[src/rtl/rf_write_arbiter.sv]
// Register-file write-port arbiter: writeback > multi-cycle buffer > host debug.
// A starvation FSM raises stall_req so a buffered multi-cycle result drains.
//
// state   | meaning
// S_NORM  | counting denied cycles of a full buffer, stall_req low
// S_STALL | buffered result starved too long, stall_req high until MC grant
module rf_write_arbiter #(
    parameter int   STARVE_LIMIT = 4,
    parameter logic EXEC_STATE   = 1'b1
) (
    input  logic        clock,
    input  logic        reset,
    input  logic        state,
    input  logic        wb_we,
    input  logic [2:0]  wb_addr,
    input  logic [15:0] wb_data,
    input  logic        mc_valid,
    output logic        mc_ready,
    input  logic [2:0]  mc_addr,
    input  logic [15:0] mc_data,
    input  logic        dbg_req,
    input  logic [2:0]  dbg_addr,
    input  logic [15:0] dbg_data,
    output logic        dbg_ack,
    output logic        stall_req,
    output logic        wr_en,
    output logic [2:0]  wr_addr,
    output logic [15:0] wr_data
);

    typedef enum logic {S_NORM, S_STALL} starve_t;

    starve_t     starve_state;
    logic [3:0]  starve_cnt;
    logic [3:0]  cnt_inc;
    logic        cnt_reach;

    logic        buf_full;
    logic [2:0]  buf_addr;
    logic [15:0] buf_data;

    logic        gnt_wb;
    logic        gnt_mc;
    logic        gnt_dbg;

    // Fixed-priority grant; dbg_ack high blocks a second grant on a held request.
    always_comb begin
        gnt_wb  = wb_we && (state == EXEC_STATE);
        gnt_mc  = !gnt_wb && buf_full;
        gnt_dbg = !gnt_wb && !buf_full && dbg_req && (state != EXEC_STATE) && !dbg_ack;
    end

    // Saturating increment and limit compare for the starvation counter.
    always_comb begin
        cnt_inc   = (starve_cnt == 4'hF) ? 4'hF : starve_cnt + 4'd1;
        cnt_reach = ({1'b0, starve_cnt} + 5'd1) >= 5'(STARVE_LIMIT);
    end

    // Registered write port; address/data hold when nothing is granted.
    always_ff @(posedge clock) begin
        if (!reset) begin
            wr_en   <= 1'b0;
            wr_addr <= 3'd0;
            wr_data <= 16'd0;
            dbg_ack <= 1'b0;
        end else begin
            wr_en   <= gnt_wb || gnt_mc || gnt_dbg;
            dbg_ack <= gnt_dbg;
            if (gnt_wb) begin
                wr_addr <= wb_addr;
                wr_data <= wb_data;
            end else if (gnt_mc) begin
                wr_addr <= buf_addr;
                wr_data <= buf_data;
            end else if (gnt_dbg) begin
                wr_addr <= dbg_addr;
                wr_data <= dbg_data;
            end
        end
    end

    // One-entry holding buffer for the multi-cycle unit; drain and capture are exclusive.
    always_ff @(posedge clock) begin
        if (!reset) begin
            buf_full <= 1'b0;
            buf_addr <= 3'd0;
            buf_data <= 16'd0;
            mc_ready <= 1'b0;
        end else if (gnt_mc) begin
            buf_full <= 1'b0;
            mc_ready <= 1'b1;
        end else if (mc_valid && mc_ready) begin
            buf_full <= 1'b1;
            buf_addr <= mc_addr;
            buf_data <= mc_data;
            mc_ready <= 1'b0;
        end else begin
            mc_ready <= !buf_full;
        end
    end

    // Starvation FSM: count denied cycles of a full buffer, stall the pipeline at the limit.
    always_ff @(posedge clock) begin
        if (!reset) begin
            starve_state <= S_NORM;
            starve_cnt   <= 4'd0;
            stall_req    <= 1'b0;
        end else begin
            case (starve_state)
                S_NORM: begin
                    if (gnt_mc) begin
                        starve_cnt <= 4'd0;
                    end else if (buf_full) begin
                        starve_cnt <= cnt_inc;
                        if (cnt_reach) begin
                            starve_state <= S_STALL;
                            stall_req    <= 1'b1;
                        end
                    end
                end
                S_STALL: begin
                    if (gnt_mc) begin
                        starve_state <= S_NORM;
                        starve_cnt   <= 4'd0;
                        stall_req    <= 1'b0;
                    end else if (buf_full) begin
                        starve_cnt <= cnt_inc;
                    end
                end
                default: begin
                    starve_state <= S_NORM;
                    starve_cnt   <= 4'd0;
                    stall_req    <= 1'b0;
                end
            endcase
        end
    end

endmodule

[config.mk]
export PLATFORM = sky130hd
export DESIGN_NAME = rf_write_arbiter
export DESIGN_NICKNAME = d
export VERILOG_FILES = /design/src/rtl/rf_write_arbiter.sv
export SDC_FILE = /design/constraint.sdc
export NUM_CORES = 1
export LEC_CHECK = 0
export BUFFER_PORTS_ARGS = -buffer_cell sky130_fd_sc_hd__buf_2
export CAP_MARGIN = 5
export CORE_MARGIN = 2
export CORE_UTILIZATION = 38
export CTS_CLUSTER_DIAMETER = 120
export CTS_CLUSTER_SIZE = 8
export DETAILED_ROUTE_END_ITERATION = 10
export GPL_TIMING_DRIVEN = 1
export HOLD_SLACK_MARGIN = 0.05
export SLEW_MARGIN = 40
export SYNTH_ARGS = -nofsm -noshare
export SYNTH_HDL_FRONTEND = slang
export SYNTH_SLANG_ARGS = --single-unit
[constraint.sdc]
create_clock -name clock -period 3.97 [get_ports clock]
set_input_delay 0 -clock clock [delete_from_list [all_inputs] [get_ports clock]]
set_output_delay 0 -clock clock [all_outputs]
set_load 0.1 [all_outputs]
# --- Word-level counts from Yosys, hierarchy flattened ---
# Index checks and enable logic that the tools add are counted.
classes:
  addsub: 2
  order_cmp: 1
  eq_ne: 5
  muxes: 21
  bitwise_logic: 4
  n_reduce_logical: 17
ops:
  columns: ["operator", "count"]
  rows:
  - ["two-way mux 16 bit", 3]
  - ["two-way mux 4 bit", 3]
  - ["two-way mux 1 bit", 10]
  - ["two-way mux 3 bit", 3]
  - ["logical AND 1 bit", 7]
  - ["!= test 2 bit, second input constant", 3]
  - ["adder 4 x 1 -> 5 bit, second input constant", 1]
  - [">= comparator 5 x 3 -> 1 bit, second input constant", 1]
  - ["adder 4 x 1 -> 4 bit, second input constant", 1]
  - ["equality test 4 bit, second input constant", 1]
  - ["inverter 1 bit", 4]
  - ["case mux 1 bit (2 select lines)", 2]
  - ["AND reduction 4 bit", 1]
  - ["zero test 1 bit", 3]
  - ["nonzero test 3 bit", 1]
  - ["logical OR 1 bit", 2]
  - ["!= test 2 x 1 -> 1 bit, second input constant", 1]
  - ["AND reduction 2 bit", 1]
  - ["nonzero test 2 bit", 1]
  - ["OR reduction 2 bit", 1]
totals:
  reg_bits: 48
  inputBits: 63
  output_inout_bits: 23
  word_cells: 61

# --- Longest topological paths before layout ---
# Gate-level depths: netlist (run 1).
logic_depth:
  ltp_word: 9
  depth_mapped: 5
  mapped_depth_nobuf: 4

# --- Worst setup path before layout (run 1) ---
# Ideal clock, no wire load.
synth_timing:
  path_kind: "register -> register"
  startpoint: "reg dbg_ack"
  endpoint: "reg wr_addr[2]"
  setup_ps: 62
  arrival_ps: 1961
  required_ps: 3908
  setup_slack_ps: 1947
  path_stages_with_launch: 5
  n_path_buf: 1
  period_less_slack_ps: 2023
  cell_sequence: "dfxtp_1 > nor3b_1 > nor4b_4 > buf_6 > a22o_1"
synth_via:
  elab_chain_len: 3
synth_rtl:
  columns: ["element", "line", "source"]
  rows:
  - ["start: declaration", "24", "output logic dbg_ack,"]
  - ["start signal: assignment", "68", "dbg_ack <= gnt_dbg;"]
  - ["zero test 1 bit", "50", "gnt_dbg = !gnt_wb && !buf_full && dbg_req && (state != EXEC_STATE) && !dbg_ack;"]
  - ["logical AND 1 bit", "50", null]
  - ["nonzero test 3 bit (no source line)", null, null]
  - ["end signal: assignment", "70", "wr_addr <= wb_addr;"]
  - ["end signal: assignment", "73", "wr_addr <= buf_addr;"]
  - ["end signal: assignment", "76", "wr_addr <= dbg_addr;"]
  - ["end: declaration", "27", "output logic [2:0] wr_addr,"]
# Every way passes these cells.
# A chain may end at the register's enable or synchronous reset.

# --- Worst setup path in the final report (run 1) ---
layout_timing:
  startpoint: "reg dbg_ack"
  endpoint: "reg wr_data[11]"
layout_via:
  elab_chain_len: 3
layout_rtl:
  columns: ["element", "line", "source"]
  rows:
  - ["zero test 1 bit", "50", null]
  - ["logical AND 1 bit", "50", null]
  - ["nonzero test 3 bit (no source line)", null, null]
  - ["end signal: assignment", "71", "wr_data <= wb_data;"]
  - ["end signal: assignment", "74", "wr_data <= buf_data;"]
  - ["end signal: assignment", "77", "wr_data <= dbg_data;"]
  - ["end: declaration", "28", "output logic [15:0] wr_data"]
# Every way passes these cells.

==> results.sh, run 1 <==
export IMPL_stdcell_area_um2=2975
export IMPL_status="complete, no violations"
export IMPL_ios=86
export IMPL_worstPathArrival_ns=2.02
export IMPL_grt_pass1_vias=2007
export IMPL_crit_required_ns=4.23
export IMPL_placed_cell_area_um2=2629
export IMPL_fillers=543
export IMPL_post_cts_buffers=0
export IMPL_syn_avg_cell_area_um2=9.193
export IMPL_cts_sinks=48
export IMPL_leakagePower_nw=1.253
export IMPL_diodes=0
export IMPL_pre_cts_ws_ns=2.025
export IMPL_drive_gt1_share_pct=29.25
export IMPL_worst_setup_path_type="flip-flop to flip-flop"
export IMPL_cts_root_buf="clkbuf_8"
export IMPL_routedWlPerCell_um=15.10
export IMPL_startpoint_type="flip-flop"
export IMPL_dp_cells=377
export IMPL_period_share_pct=44.44
export IMPL_crit_path_end="wr_data[11]"
export IMPL_cts_resized=0
export IMPL_crit_path_top_delay_cell="o31a_1"
export IMPL_power_share_clock_pct=30.8
export IMPL_route_final_wire_length_um=6146
export IMPL_syn_area_um2=2197
export IMPL_fin_tns_setup_ns=0
export IMPL_grt_first_pass_wirelength_um=9722
export IMPL_ff2ff_setup_slack_ns=2.21
export IMPL_cts_buffers=5
export IMPL_power_density_nw_per_um2=423.3
export IMPL_r2r_cells=3
export IMPL_max_freq_mhz=566.8
export IMPL_holdBufCountCts=22
export IMPL_numPortBuffers=85
export IMPL_critPathBufInv=0
export IMPL_end_kind="flip-flop"
export IMPL_crit_chain="nor3b_1 > o31a_1 > a22o_1"
export IMPL_start_util_pct=39.66
export IMPL_antenna_found_initial=0
export IMPL_rsz0062_at_grt="no"
export IMPL_grtUsageTotal_pct=19.63
export IMPL_drt_pass1_iterations=4
export IMPL_p_switching_mw=0.4246
export IMPL_drc=0
export IMPL_fin_ws_ns=2.206
export IMPL_finalSetupViolCount=0
export IMPL_synth_warnings=0
export IMPL_ys_flop_type="dfxtp_1"
export IMPL_place_hpwl_um=4327
export IMPL_async_flop_share_pct=0
export IMPL_slew_headroom_pct=51.80
export IMPL_power_switching_fraction_pct=33.71
export IMPL_ys_seq_area_share_pct=43.74
export IMPL_h_tree_depth=2
export IMPL_grt_start_max_net_pins=32
export IMPL_clk_latency_ns=0.31
export IMPL_area_delta_synth_final_pct=35.42
export IMPL_tightest_slew_ns=0.7188
export IMPL_drv_slew=0
export IMPL_synth_seq_cells=48
export IMPL_syn_num_nets=304
export IMPL_finClkSkew_ns=0.007284
export IMPL_tritoncts="built"
export IMPL_gr_total_overflow=0
export IMPL_netlist_instances=239
export IMPL_max_stage_delay_ns=0.68
export IMPL_fp_row_count=27
export IMPL_ant_nets=0
export IMPL_vdd_drop_max_v=0.0002441
export IMPL_place_congestion=0.8068
export IMPL_cap_violations=0
export IMPL_dieHeight_um=80.04
export IMPL_cp_startpoint="dbg_ack"
export IMPL_hold_ws_ns=0.05614
export IMPL_synth_cell_types=33
export IMPL_stdcell_count=407
export IMPL_combPwrFrac_pct=27.0
export IMPL_period_minus_slack_ns=1.764
export IMPL_crit_fanout=20
export IMPL_cp_num_cells=3
export IMPL_path_clk_slew_ns=0.09
export IMPL_dr_first_iter_drc_count=101
export IMPL_seqPwrFrac_pct=42.2
export IMPL_hp_class="input pin to flip-flop"
export IMPL_clk_path_buf_depth=2
export IMPL_hold_viol=0
export IMPL_core_area_um2=5540
export IMPL_vias_per_cell=5.241
export IMPL_hp_start="wb_data[9]"
export IMPL_die_w_um=80.04
export IMPL_via_count=2133
export IMPL_design_die_area_um2=6406
export IMPL_synth_edff_count=0
export IMPL_fin_nets=399
export IMPL_critPathTopFamily="compound AO/OA/AOI/OAI gates"
export IMPL_reg2reg_from="dbg_ack"
export IMPL_rr_endpoint="wr_data[11]"
export IMPL_p_int_mw=0.8348
==> kinds of logic (layout without fill, tap and decap cells) <==
family	Yosys count	after routing	share of synthesized area, %
flops	48	48	43.74
simple gates	57	57	13.90
xor+xnor	1	1	0.3987
buf+inv	24	120	5.353
compound gates	88	88	26.82
fa+ha+maj	2	2	1.139
mux	19	19	8.656
==> worst min-delay path: cells and delay by family <==
kind,cells,cell delay (ns)
buf+inv,1,0.09
compound gates,2,0.18
simple gates,1,0.06
==> registers in the layout, indices dropped and copies added (netlist names) <==
name	flops
wr_en	1
wr_addr	3
buf_full	1
dbg_ack	1
wr_data	16
stall_req	1
buf_addr	3
starve_cnt	4
buf_data	16
starve_state	1
mc_ready	1
==> metrics by stage <==
step                util [%]  power (mW)
floorplan                  -      0.7906
CTS                    53.70       1.265
finish                 53.70       1.259
global placement       47.18      0.8614
detailed placement     47.45      0.8648
global route           53.70       1.310
==> cells in the mapped netlist (3+ instances only) <==
cell type | n | share of area (%)
a22o_1 | 19 | 7.6
dfxtp_1 | 48 | 44
o21ai_0 | 39 | 8.9
mux2i_1 | 19 | 8.7
buf_2 | 4 | 0.91
inv_1 | 3 | 0.51
nand3_1 | 40 | 9.1
a21boi_0 | 18 | 6.2
nor2_1 | 4 | 0.68
nand2_1 | 4 | 0.68
clkbuf_1 | 11 | 1.9
==> power by group through the flow <==
stage	clock (mW)	sequential, mW	combinational, mW
6_report	0.388	0.532	0.340
4_1_cts	0.394	0.532	0.339
3_5_place_dp	0	0.543	0.322
5_1_grt	0.412	0.536	0.361
2_1_floorplan	0	0.683	0.107
3_3_place_gp	0	0.543	0.319
==> layout by cell type (no fill, tap or decap), drive strengths merged, types with 2 or more instances in the layout <==
| master | instances |
|---|---|
| ha | 2 |
| a21oi | 2 |
| and2 | 2 |
| inv | 3 |
| nor3 | 2 |
| dfxtp | 48 |
| buf | 87 |
| mux2i | 19 |
| nor2 | 4 |
| dlygate4sd3 | 22 |
| nand3 | 40 |
| a22o | 19 |
| nand2 | 4 |
| clkbuf | 7 |
| o21ai | 39 |
| a21boi | 20 |
==> routing by layer <==
metal,GRT usage [%],share of wire [%],vias up
met5,0,0,-
li1,-,-,1073
met3,3.846,5.9,7
met4,5.593,1.1,0
met1,27.32,49,982
met2,30.75,44,71
==> layout make-up <==
cell class	count	area (um^2)	area share, %
Clock buffer	7	96.34	3.238
Clock inverter	1	30.03	1.009
Inverter	3	11.26	0.3785
Multi-Input combinational cell	167	1122	37.72
Sequential cell	48	960.9	32.30
Tap cell	72	90.09	3.028
Timing Repair Buffer	109	664.4	22.33
==> worst min path at each step <==
stage	end	slack (ns)	cells past startpoint
2_1_floorplan	buf_data[0]	0.15	2
3_3_place_gp	buf_data[10]	0.26	3
3_5_place_dp	buf_data[10]	0.27	3
4_1_cts	wr_addr[2]	0.05	4
5_1_grt	wr_addr[2]	0.07	4
6_report	wr_data[9]	0.06	4
No activity file was read; power rests on OpenSTA's default activity.
==> run 2: changes to the inputs <==
- clock period: 3.97 -> 1.7 ns (I/O delays scaled with it)
==> run 2 against run 1 <==
Effect of this change:
- register-to-register slack worse by 2.0 ns
- combinational power is 140% higher
- clock power increased by 78%
- critical endpoint unchanged
==> results.sh, run 2 (synthesized netlist as in run 1, its figures left out) <==
export IMPL_cts_root_buf="clkbuf_8"
export IMPL_fillers=529
export IMPL_ant_nets=0
export IMPL_final_common_cell="buf_2"
export IMPL_p_switching_mw=0.9634
export IMPL_place_congestion=0.8285
export IMPL_layout_common_cells="85 x buf_2, 46 x dfxtp_1, 40 x nand3_1"
export IMPL_diodes=0
export IMPL_grt_first_pass_wirelength_um=9694
export IMPL_stdcell_area_um2=2997
export IMPL_max_stage_delay_ns=0.68
export IMPL_p_int_mw=1.778
export IMPL_numPortBuffers=85
export IMPL_cts_sinks=48
export IMPL_dieHeight_um=80.04
export IMPL_worst_setup_path_type="flip-flop to flip-flop"
export IMPL_route_final_wire_length_um=6232
export IMPL_crit_required_ns=1.93
export IMPL_start_util_pct=39.66
export IMPL_status="complete, no violations"
export IMPL_utilization_pct=54.09
export IMPL_routedWlPerCell_um=14.98
export IMPL_fin_nets=408
export IMPL_regArea_um2=963.4
export IMPL_die_w_um=80.04
export IMPL_grt_start_max_net_pins=25
export IMPL_placed_cell_area_um2=2706
export IMPL_drive_gt1_share_pct=31.40
export IMPL_leakagePower_nw=1.281
export IMPL_combPwrFrac_pct=29.4
export IMPL_fp_row_count=27
export IMPL_period_share_pct=90.31
export IMPL_crit_fanout=20
export IMPL_clk_path_buf_depth=2
export IMPL_via_count=2147
export IMPL_core_area_um2=5540
export IMPL_drt_pass1_iterations=4
export IMPL_h_tree_depth=2
export IMPL_vias_per_cell=5.161
export IMPL_crit_chain="nor3b_1 > o31a_1 > a22o_1"
export IMPL_worstPathArrival_ns=1.77
export IMPL_seqPwrFrac_pct=45.4
export IMPL_antenna_found_initial=0
export IMPL_period_minus_slack_ns=1.535
export IMPL_end_kind="flip-flop"
export IMPL_multi_input_area_um2=1119
export IMPL_dr_first_iter_drc_count=119
export IMPL_power_switching_fraction_pct=35.14
export IMPL_path_clk_slew_ns=0.08
export IMPL_power_share_clock_pct=25.1
export IMPL_grt_pass1_vias=2018
export IMPL_clk_latency_ns=0.29
export IMPL_fin_tns_setup_ns=0
export IMPL_hold_viol=0
export IMPL_ios=86
export IMPL_design_die_area_um2=6406
export IMPL_hp_class="input pin to flip-flop"
export IMPL_power_density_nw_per_um2=914.9
export IMPL_gr_total_overflow=0
export IMPL_critPathBufInv=0
export IMPL_grtUsageTotal_pct=19.26
export IMPL_crit_path_top_delay_cell="o31a_1"
export IMPL_tritoncts="built"
export IMPL_vdd_drop_max_v=0.0003614
export IMPL_finalSetupViolCount=0
export IMPL_reg_top3="buf_data x16, wr_data x16, starve_cnt x4"
export IMPL_max_freq_mhz=651.3
export IMPL_tightest_slew_ns=0.7647
export IMPL_critPathTopFamily="compound AO/OA/AOI/OAI gates"
export IMPL_cap_violations=0
export IMPL_rsz0062_at_grt="no"
export IMPL_cts_buffers=5
export IMPL_drc=0
export IMPL_finClkSkew_ns=0.006642
export IMPL_drv_slew=0
export IMPL_startpoint_type="flip-flop"
export IMPL_place_hpwl_um=4418
export IMPL_slew_headroom_pct=49.02
export IMPL_area_delta_synth_final_pct=36.39
[run 2: cell count changes in the layout (fill, tap and decap cells not counted), moves of 2 or more]
cell and delta:
buf_4 +12, clkbuf_1 +2, dfxtp_1 -2, dfxtp_2 +2
dlygate4sd3_1 -2
[run 2: stage by stage]
step / instances / hold slack (ns) / worst slack (ns) / power, mW
final: 416 / 0.05412 / 0.1646 / 2.742
after global routing: 416 / 0.07361 / 0.04106 / 2.858
after CTS: 416 / 0.05021 / 0.1594 / 2.761
after detailed placement: 388 / 0.2705 / 0.1702 / 2.043
after global placement: 388 / 0.2627 / 0.1919 / 2.039
after floorplan: 239 / 0.1466 / 0.02300 / 1.847
[run 2: worst paths after layout]
kind,startpoint,end,slack [ns],cells after the start
min reg2reg,wr_data[4],wr_data[4],0.48,1
max reg2reg,dbg_ack,wr_data[11],0.16,3
max,dbg_ack,wr_data[11],0.16,3
min,wb_data[4],wr_data[4],0.05,4
[run 2: per-layer routing]
| metal | routed length, um | GRT usage [%] |
|---|---|---|
| met1 | 2952 | 26.72 |
| met2 | 2905 | 29.83 |
| met3 | 301 | 3.733 |
| met4 | 72 | 6.610 |
| met5 | 0 | 0 |
[run 2: final cells by class]
class                   instances  area share [%]
clock buffers                   8           3.006
inverters                       3          0.3758
multi-input cells             167           37.33
flip-flops and latches         48           32.15
well taps                      72           3.006
repair buffers                118           24.13
[run 2: worst reg2reg max path, delay by kind of cell (launching register included)]
kind             cells  cell delay, ns
AO/OA/AOI/OAI        2            0.93
flip-flops           1            0.33
AND/OR/NAND/NOR      1            0.23
[run 2: repair_timing]
action                                 CTS  global route
endpoints found under the hold margin   20             0
buffers inserted                         0             0
hold buffers                            20             0
gates resized for setup                  0             0
[run 2: power by group through the flow]
stage / clock network [mW] / registers, mW / logic [mW]
after global placement: 0 / 1.27 / 0.768
after global routing: 0.748 / 1.25 / 0.856
final: 0.689 / 1.25 / 0.807
after CTS: 0.708 / 1.24 / 0.808
after detailed placement: 0 / 1.27 / 0.772
after floorplan: 0 / 1.60 / 0.250
